**src/rtl/multicycle_controller.sv**
```systemverilog
// Multicycle RV32 subset controller: Moore FSM sequencing fetch, decode,
// memory access, ALU execute, branch, JAL and LUI, plus a sticky trap
// state for illegal opcodes.
//
// Ports
//   clk, rst_n          rising-edge clock, async active-low reset
//   op, funct3          instruction fields instr[6:0], instr[14:12]
//   funct7b5            instr[30], consumed by the ALU decoder, not here
//   zero                ALU zero flag, meaningful in BEQ
//   mem_ready           memory finishes the pending read/write this cycle
//   mem_read/mem_write  memory strobes, held until mem_ready
//   adr_src             memory address select (0 PC, 1 ALU out register)
//   ir_write, pc_write, reg_write  register enables
//   alu_src_a/b, result_src, aluop, immsrc  datapath selects
//   trap                illegal opcode decoded (sticky until reset)
//   state               current state, for debug
//
// state    | meaning
// ---------+------------------------------------------------
// FETCH    | read instruction at PC, PC <= PC + 4
// DECODE   | read registers, precompute branch/jump target
// MEMADR   | compute load/store address
// MEMREAD  | load access, wait for mem_ready
// MEMWB    | write loaded data to rd
// MEMWRITE | store access, wait for mem_ready
// EXECR    | R-type ALU operation
// EXECI    | I-type ALU operation
// ALUWB    | write ALU out register to rd
// BEQ      | compare rs1/rs2, conditionally load PC
// JAL      | PC <= target, ALU computes oldPC + 4 for rd
// LUI      | ALU passes the U immediate
// TRAP     | illegal opcode, held until reset

module multicycle_controller (
    input  logic       clk,
    input  logic       rst_n,
    input  logic [6:0] op,
    input  logic [2:0] funct3,
    input  logic       funct7b5,
    input  logic       zero,
    input  logic       mem_ready,
    output logic       mem_read,
    output logic       mem_write,
    output logic       adr_src,
    output logic       ir_write,
    output logic       pc_write,
    output logic       reg_write,
    output logic [1:0] alu_src_a,
    output logic [1:0] alu_src_b,
    output logic [1:0] result_src,
    output logic [1:0] aluop,
    output logic [2:0] immsrc,
    output logic       trap,
    output logic [3:0] state
);

    typedef enum logic [3:0] {
        S_FETCH    = 4'd0,
        S_DECODE   = 4'd1,
        S_MEMADR   = 4'd2,
        S_MEMREAD  = 4'd3,
        S_MEMWB    = 4'd4,
        S_MEMWRITE = 4'd5,
        S_EXECR    = 4'd6,
        S_EXECI    = 4'd7,
        S_ALUWB    = 4'd8,
        S_BEQ      = 4'd9,
        S_JAL      = 4'd10,
        S_LUI      = 4'd11,
        S_TRAP     = 4'd12
    } state_t;

    localparam logic [6:0] OP_LOAD  = 7'b0000011;
    localparam logic [6:0] OP_STORE = 7'b0100011;
    localparam logic [6:0] OP_RTYPE = 7'b0110011;
    localparam logic [6:0] OP_ITYPE = 7'b0010011;
    localparam logic [6:0] OP_BEQ   = 7'b1100011;
    localparam logic [6:0] OP_JAL   = 7'b1101111;
    localparam logic [6:0] OP_LUI   = 7'b0110111;

    state_t state_q, state_d;

    // funct7b5 feeds the ALU decoder directly; the controller only carries it.
    logic unused_funct7b5;
    assign unused_funct7b5 = funct7b5;

    always_ff @(posedge clk or negedge rst_n) begin
        if (!rst_n) state_q <= S_FETCH;
        else        state_q <= state_d;
    end

    assign state = state_q;

    always_comb begin
        case (op)
            OP_STORE: immsrc = 3'b001;
            OP_BEQ:   immsrc = 3'b010;
            OP_JAL:   immsrc = 3'b011;
            OP_LUI:   immsrc = 3'b100;
            default:  immsrc = 3'b000;
        endcase
    end

    always_comb begin
        state_d    = state_q;
        mem_read   = 1'b0;
        mem_write  = 1'b0;
        adr_src    = 1'b0;
        ir_write   = 1'b0;
        pc_write   = 1'b0;
        reg_write  = 1'b0;
        alu_src_a  = 2'b00;
        alu_src_b  = 2'b00;
        result_src = 2'b00;
        aluop      = 2'b00;
        trap       = 1'b0;

        case (state_q)
            S_FETCH: begin
                mem_read   = 1'b1;
                alu_src_b  = 2'b10;
                result_src = 2'b10;
                ir_write   = mem_ready;
                pc_write   = mem_ready;
                if (mem_ready) state_d = S_DECODE;
            end
            S_DECODE: begin
                alu_src_a = 2'b01;
                alu_src_b = 2'b01;
                case (op)
                    OP_LOAD, OP_STORE: state_d = S_MEMADR;
                    OP_RTYPE:          state_d = S_EXECR;
                    OP_ITYPE:          state_d = S_EXECI;
                    OP_BEQ:            state_d = S_BEQ;
                    OP_JAL:            state_d = S_JAL;
                    OP_LUI:            state_d = S_LUI;
                    default:           state_d = S_TRAP;
                endcase
            end
            S_MEMADR: begin
                alu_src_a = 2'b10;
                alu_src_b = 2'b01;
                state_d   = (op == OP_LOAD) ? S_MEMREAD : S_MEMWRITE;
            end
            S_MEMREAD: begin
                mem_read = 1'b1;
                adr_src  = 1'b1;
                if (mem_ready) state_d = S_MEMWB;
            end
            S_MEMWB: begin
                result_src = 2'b01;
                reg_write  = 1'b1;
                state_d    = S_FETCH;
            end
            S_MEMWRITE: begin
                mem_write = 1'b1;
                adr_src   = 1'b1;
                if (mem_ready) state_d = S_FETCH;
            end
            S_EXECR: begin
                alu_src_a = 2'b10;
                aluop     = 2'b10;
                state_d   = S_ALUWB;
            end
            S_EXECI: begin
                alu_src_a = 2'b10;
                alu_src_b = 2'b01;
                aluop     = 2'b10;
                state_d   = S_ALUWB;
            end
            S_ALUWB: begin
                reg_write = 1'b1;
                state_d   = S_FETCH;
            end
            S_BEQ: begin
                alu_src_a = 2'b10;
                aluop     = 2'b01;
                // funct3 000 is BEQ, 001 is BNE; other branch kinds never redirect.
                case (funct3)
                    3'b000:  pc_write = zero;
                    3'b001:  pc_write = ~zero;
                    default: pc_write = 1'b0;
                endcase
                state_d = S_FETCH;
            end
            S_JAL: begin
                alu_src_a = 2'b01;
                alu_src_b = 2'b10;
                pc_write  = 1'b1;
                state_d   = S_ALUWB;
            end
            S_LUI: begin
                alu_src_a = 2'b11;
                alu_src_b = 2'b01;
                state_d   = S_ALUWB;
            end
            S_TRAP: begin
                trap    = 1'b1;
                state_d = S_TRAP;
            end
            default: state_d = S_FETCH;
        endcase

        // Strobes must drop the moment reset asserts, not at the next edge.
        if (!rst_n) begin
            mem_read  = 1'b0;
            mem_write = 1'b0;
            ir_write  = 1'b0;
            pc_write  = 1'b0;
            reg_write = 1'b0;
            trap      = 1'b0;
        end
    end

endmodule
```
**config.mk**
```make
export PLATFORM = sky130hd
export DESIGN_NAME = multicycle_controller
export DESIGN_NICKNAME = d
export VERILOG_FILES = /design/src/rtl/multicycle_controller.sv
export SDC_FILE = /design/constraint.sdc
export NUM_CORES = 1
export LEC_CHECK = 0
export ABC_AREA = 0
export CAP_MARGIN = 20
export CORE_MARGIN = 8
export CORE_UTILIZATION = 39
export CTS_CLUSTER_SIZE = 16
export DETAILED_ROUTE_END_ITERATION = 6
export GPL_TIMING_DRIVEN = 0
export PLACE_DENSITY = 0.79
export SLEW_MARGIN = 20
export SYNTH_ARGS = -nofsm -noshare
export SYNTH_HDL_FRONTEND = slang
export SYNTH_SLANG_ARGS = --single-unit
```
**constraint.sdc**
```tcl
create_clock -name clk -period 1.9 [get_ports clk]
set_input_delay 0.38 -clock clk [delete_from_list [all_inputs] [get_ports clk]]
set_output_delay 0.38 -clock clk [all_outputs]
set_load 0.03 [all_outputs]
```
# Word-level counts from Yosys, hierarchy flattened
# Index checks and enable logic that the tools add are counted.
dict set report classes {
  n_bitwise 1
  reduce_logical 13
  n_eq_ne 23
  muxes 25
}
# cell count
set ops {}
lappend ops {{$pmux W4 S7} 1}
lappend ops {{$pmux W4 S6} 1}
lappend ops {{$eq A7 B6 Y1 const B} 3}
lappend ops {{$eq A4 B4 Y1 const B} 5}
lappend ops {{$eq A4 B3 Y1 const B} 4}
lappend ops {{$eq A7 B7 Y1 const B} 2}
lappend ops {{$reduce_or A2 Y1} 7}
lappend ops {{$mux W1} 12}
lappend ops {{$mux W4} 3}
lappend ops {{$pmux W2 S2} 3}
lappend ops {{$pmux W3 S4} 1}
lappend ops {{$reduce_or A4 Y1} 3}
lappend ops {{$eq A4 B2 Y1 const B} 2}
lappend ops {{$eq A7 B2 Y1 const B} 1}
lappend ops {{$eq A7 B5 Y1 const B} 1}
lappend ops {{$ne A2 B2 Y1 const B} 3}
lappend ops {{$pmux W2 S3} 1}
lappend ops {{$eq A4 B1 Y1 const B} 1}
lappend ops {{$logic_not A4 Y1} 1}
lappend ops {{$eq A3 B1 Y1 const B} 1}
lappend ops {{$logic_not A3 Y1} 1}
lappend ops {{$mux W3} 1}
lappend ops {{$pmux W1 S3} 1}
lappend ops {{$reduce_and A3 Y1} 1}
lappend ops {{other kinds (2)} 2}
dict set report totals {
  reg_bits 4
}

# Depth between registers and ports, before layout
dict set report depth {
  word_depth 4
  ltp_mapped 5
}

# Worst setup path before layout
# No wires, ideal clock.
dict set report synth_path {
  kind {register -> output}
  from {register state_q[2], in the netlist state[2]}
  to {output ir_write}
  arrival_time_ns 1.936
  stages_incl_launch_ff 4
  required_ns 1.520
  path_buffers 2
  setup_slack_ns -0.416
  cell_sequence {dfrtp_1 clkbuf_1 buf_2 nor4_1}
}
dict set report synth_between {
  elab_chain_len 3
}
# item line_no
set synth_rtl {}
lappend synth_rtl {{from (decl)} 81} ;# state_t state_q, state_d;
lappend synth_rtl {{from (signal assigned)} 89} ;# else state_q <= state_d;
lappend synth_rtl {{$logic_not A4 Y1} 118} ;# case (state_q)
lappend synth_rtl {{$mux W1} 118}
lappend synth_rtl {{$mux W1} 205} ;# if (!rst_n) begin
lappend synth_rtl {{to (decl)} 45} ;# output logic ir_write,
# No other way between the ends.

# Worst setup path after layout
dict set report layout_path {
  from {register state_q[1], in the netlist state[1]}
  to {output pc_write}
}
dict set report layout_between {
  elab_chain_len 3
  elab_cells_between_ends 5
}
# item line_no
set layout_rtl {}
lappend layout_rtl {{$eq A4 B4 Y1 / $logic_not A4 Y1 (equally long branches)} 118}
lappend layout_rtl {{$pmux W1 S3 *} 118}
lappend layout_rtl {{$mux W1 *} 205}
lappend layout_rtl {{to (decl)} 46} ;# output logic pc_write,
# Every way passes the cells marked *; elsewhere a longest branch is shown, timed or not.

==> run_results.csv <==
group,metric,value,unit
clock_tree,cts.sinks,4,
global_routing,grt_use_met1,15.9,%
timing,rsz0062_at_grt,"yes",
synth,yosys_warnings,0,
timing,slew_violations,0,
setup_path,critPathBufInv,1,
clock_tree,cts-buffers-inserted,3,
cells_and_area,largest_reg_flops,4,
setup_path,cpLargestDelayFamily,"simple AND/OR/NAND/NOR gates",
setup_path,crit_type,"reg -> out",
synth,async_flop_share,100,%
detailed_routing,drt_first_pass_iters,4,
power,switching_share,53.5,%
global_routing,grt_use_met2,25.4,%
synth,yosysTopAreaCell,"dfrtp_1",
setup_path,worst_ep_arrival_time,1.56,ns
clock_tree,root_buffer,"clkbuf_4",
placed_design,port_buffers,33,
setup_path,cp_data_required_time,1.52,ns
setup_path,r2r_slack,0.45,ns
power,peakVddDrop,722,µV
detailed_routing,vias_per_cell,5.80,
outcome,status,"finished with violations",
global_routing,grt_busiest_layer,"met2",
placed_design,placed_area,1140,µm²
power,power.leakage,0.488,nW
global_routing,grt_start_max_net_pins,11,
setup_path,critPathMaxFanout,4,
setup_path,slowest_stage,"dfrtp_2",
min_path,hold_path_class,"in -> async",
cells_and_area,final_util,71.9,%
setup_path,slowest_delay,0.42,ns
cells_and_area,most-common-layout-cells,"nand2_1, clkdlybuf4s50_1, buf_6, buf_2, buf_4",
power,p_switching,767,µW
die,die_w,58.6,µm
cells_and_area,num_antenna_cells,0,
global_routing,gr-usage-met3,4.35,%
timing,worst_pin_slew,0.357,ns
synth,synth-edff-count,0,
setup_path,r2r_start,"state[3]",
timing,final.min_clock_period,1.94,ns
detailed_routing,drt_iter0_markers,22,
global_routing,grt_first_pass_wirelength,4150,µm
clock_tree,hold_buffers,0,
run,cap_violations,0,
detailed_routing,drc,0,
synth,synth_cell_type_count,39,
cells_and_area,final_common_cell,"nand2_1",
clock_tree,htree_levels,1,
die,start_util,41.0,%
synth,synth_sequential_area_ratio,14.1,%
timing,fin_ws,-0.0360,ns
die,dieArea,3440,µm²
detailed_routing,totalWireLength,2520,µm
synth,synth_nets,118,
cells_and_area,drive_gt1_share,41.0,%
global_routing,antenna_found_initial,0,
synth,ys.flop_type,"dfrtp_1",
power,power_frac_comb,80.8,%
setup_path,cp-end-kind,"output pin",
die,pin_count,37,
die,core_area,1730,µm²
power,power.share.sequential,11.1,%
synth,syn_area_per_cell,6.88,µm²
clock_tree,clockBufferDepth,2,
detailed_routing,wire_per_inst,14.9,µm
timing,fmax,0.517,GHz
detailed_routing,route.vias.total,981,
die,die_y,58.6,µm
synth,ys_top_cells_by_area,"dfrtp_1, nand2_1, nor3_1, nor4_1, o21ai_0",
setup_path,worst_setup_path_start_kind,"flip-flop",
power,p_total,1.44,mW
cells_and_area,final_nets,160,
timing,slew_headroom,76.2,%
setup_path,reg2reg_depth,4,
setup_path,path_cells,"and2b_2, nor3b_4, nor4b_4, o21a_2, buf_6",
power,p_per_area,1160,nW/µm²
clock_tree,path_clk_slew,0.04,ns
placed_design,dp_hpwl,1880,µm
synth,synthesis.instances,103,
outcome,violations,"setup timing",
detailed_routing,ant_nets,0,
timing,finalSetupViolations,1,
timing,fin_skew,0.000868,ns
placed_design,gp_congestion,0.812,
cells_and_area,area_growth,75.3,%
global_routing,grt_usage,14.5,%
global_routing,first_global_vias,927,
power,intPower,668,µW
clock_tree,cts_tree,"done",
timing,period_share,102,%
die,rows,15,
global_routing,grt-ovfl-total,0,
clock_tree,clkLatencyLatePin,0.24,ns
setup_path,worstReg2RegEnd,"state[2]",
placed_design,place_ws,-0.855,ns
synth,netlist_area,708,µm²
synth,yosysTopAreaCellShare,14.1,%
synth,ys_ff_latch,4,
cells_and_area,postLayoutCellArea,1240,µm²
timing,hold_viol,0,
power,power_frac_clock,8.1,%
==> final cells by class <==
type / instances / area [µm²]
plain buffers: 9 / 95.1
clock buffers: 4 / 26.3
fillers: 152 / 485
inverters: 2 / 7.51
multi-input cells: 88 / 658
flip-flops and latches: 4 / 105
well taps: 25 / 31.3
repair buffers: 37 / 318
==> worst register-to-register path, delay by kind of cell (launching register included) <==
family | cells | cell delay (ns)
compound gates | 2 | 0.42
simple gates | 2 | 0.47
flops | 1 | 0.44
==> worst max path at each step <==
stage                   start  endpoint  slack (ns)  cells after the start
floorplan            state[1]  pc_write       -0.08                      4
global placement    mem_ready  pc_write       -0.90                      5
detailed placement  mem_ready  pc_write       -0.85                      5
CTS                  state[1]  pc_write       -0.11                      5
global route         state[1]  pc_write       -0.11                      5
finish               state[1]  pc_write       -0.04                      5
==> power groups by stage <==
stage	clock network (mW)	logic, mW	registers [mW]
after floorplan	0	0.657	0.205
after detailed placement	0	1.06	0.166
final	0.117	1.16	0.159
after global routing	0.129	1.23	0.164
after CTS	0.118	1.05	0.156
after global placement	0	1.05	0.166
==> cells by family (layout without fill, tap and decap cells) <==
kind of cell           after synthesis  in the layout  synth area share, %
AO/OA/AOI/OAI                       28             28                 28.1
XOR/XNOR                             4              4                 4.95
buffers and inverters               11             52                 7.77
flip-flops                           4              4                 14.1
multiplexers                         1              1                 1.59
AND/OR/NAND/NOR                     55             55                 43.5
==> metal layers <==
| metal | vias to the layer above | wire [µm] | share of wire, % |
|---|---|---|---|
| li1 | 470 | - | - |
| met1 | 458 | 1020 | 40 |
| met2 | 49 | 1220 | 49 |
| met3 | 4 | 241 | 9.6 |
| met4 | 0 | 36 | 1.4 |
| met5 | - | 0 | 0 |
==> metrics by stage <==
step                      hold slack, ns  setup TNS [ns]  cells
after floorplan                   0.0844          -0.153    103
after global placement             0.659           -7.92    161
after detailed placement           0.661           -8.19    161
after CTS                          0.145          -0.119    167
after global routing               0.162          -0.162    169
final                              0.156         -0.0360    169
==> timing repair <==
action / in CTS / in global routing
resized for setup: 105 / 25
setup endpoints to repair: 18 / 13
buffers inserted: 2 / 2
endpoints found under the hold margin: 0 / 0
pin swaps: 0 / 4
==> cells in the mapped netlist, drive strengths merged, types with 2 or more instances <==
library cell	number
nand2	15
nor3	7
buf	6
nor2	6
nor4	6
o21ai	6
dfrtp	4
nand2b	4
nand3	4
a211oi	3
a21oi	3
a32o	3
clkbuf	3
nor2b	3
o21a	3
o22ai	3
xor2	3
a21boi	2
inv	2
nor3b	2
Note: power is estimated with default switching activity, not from simulation.
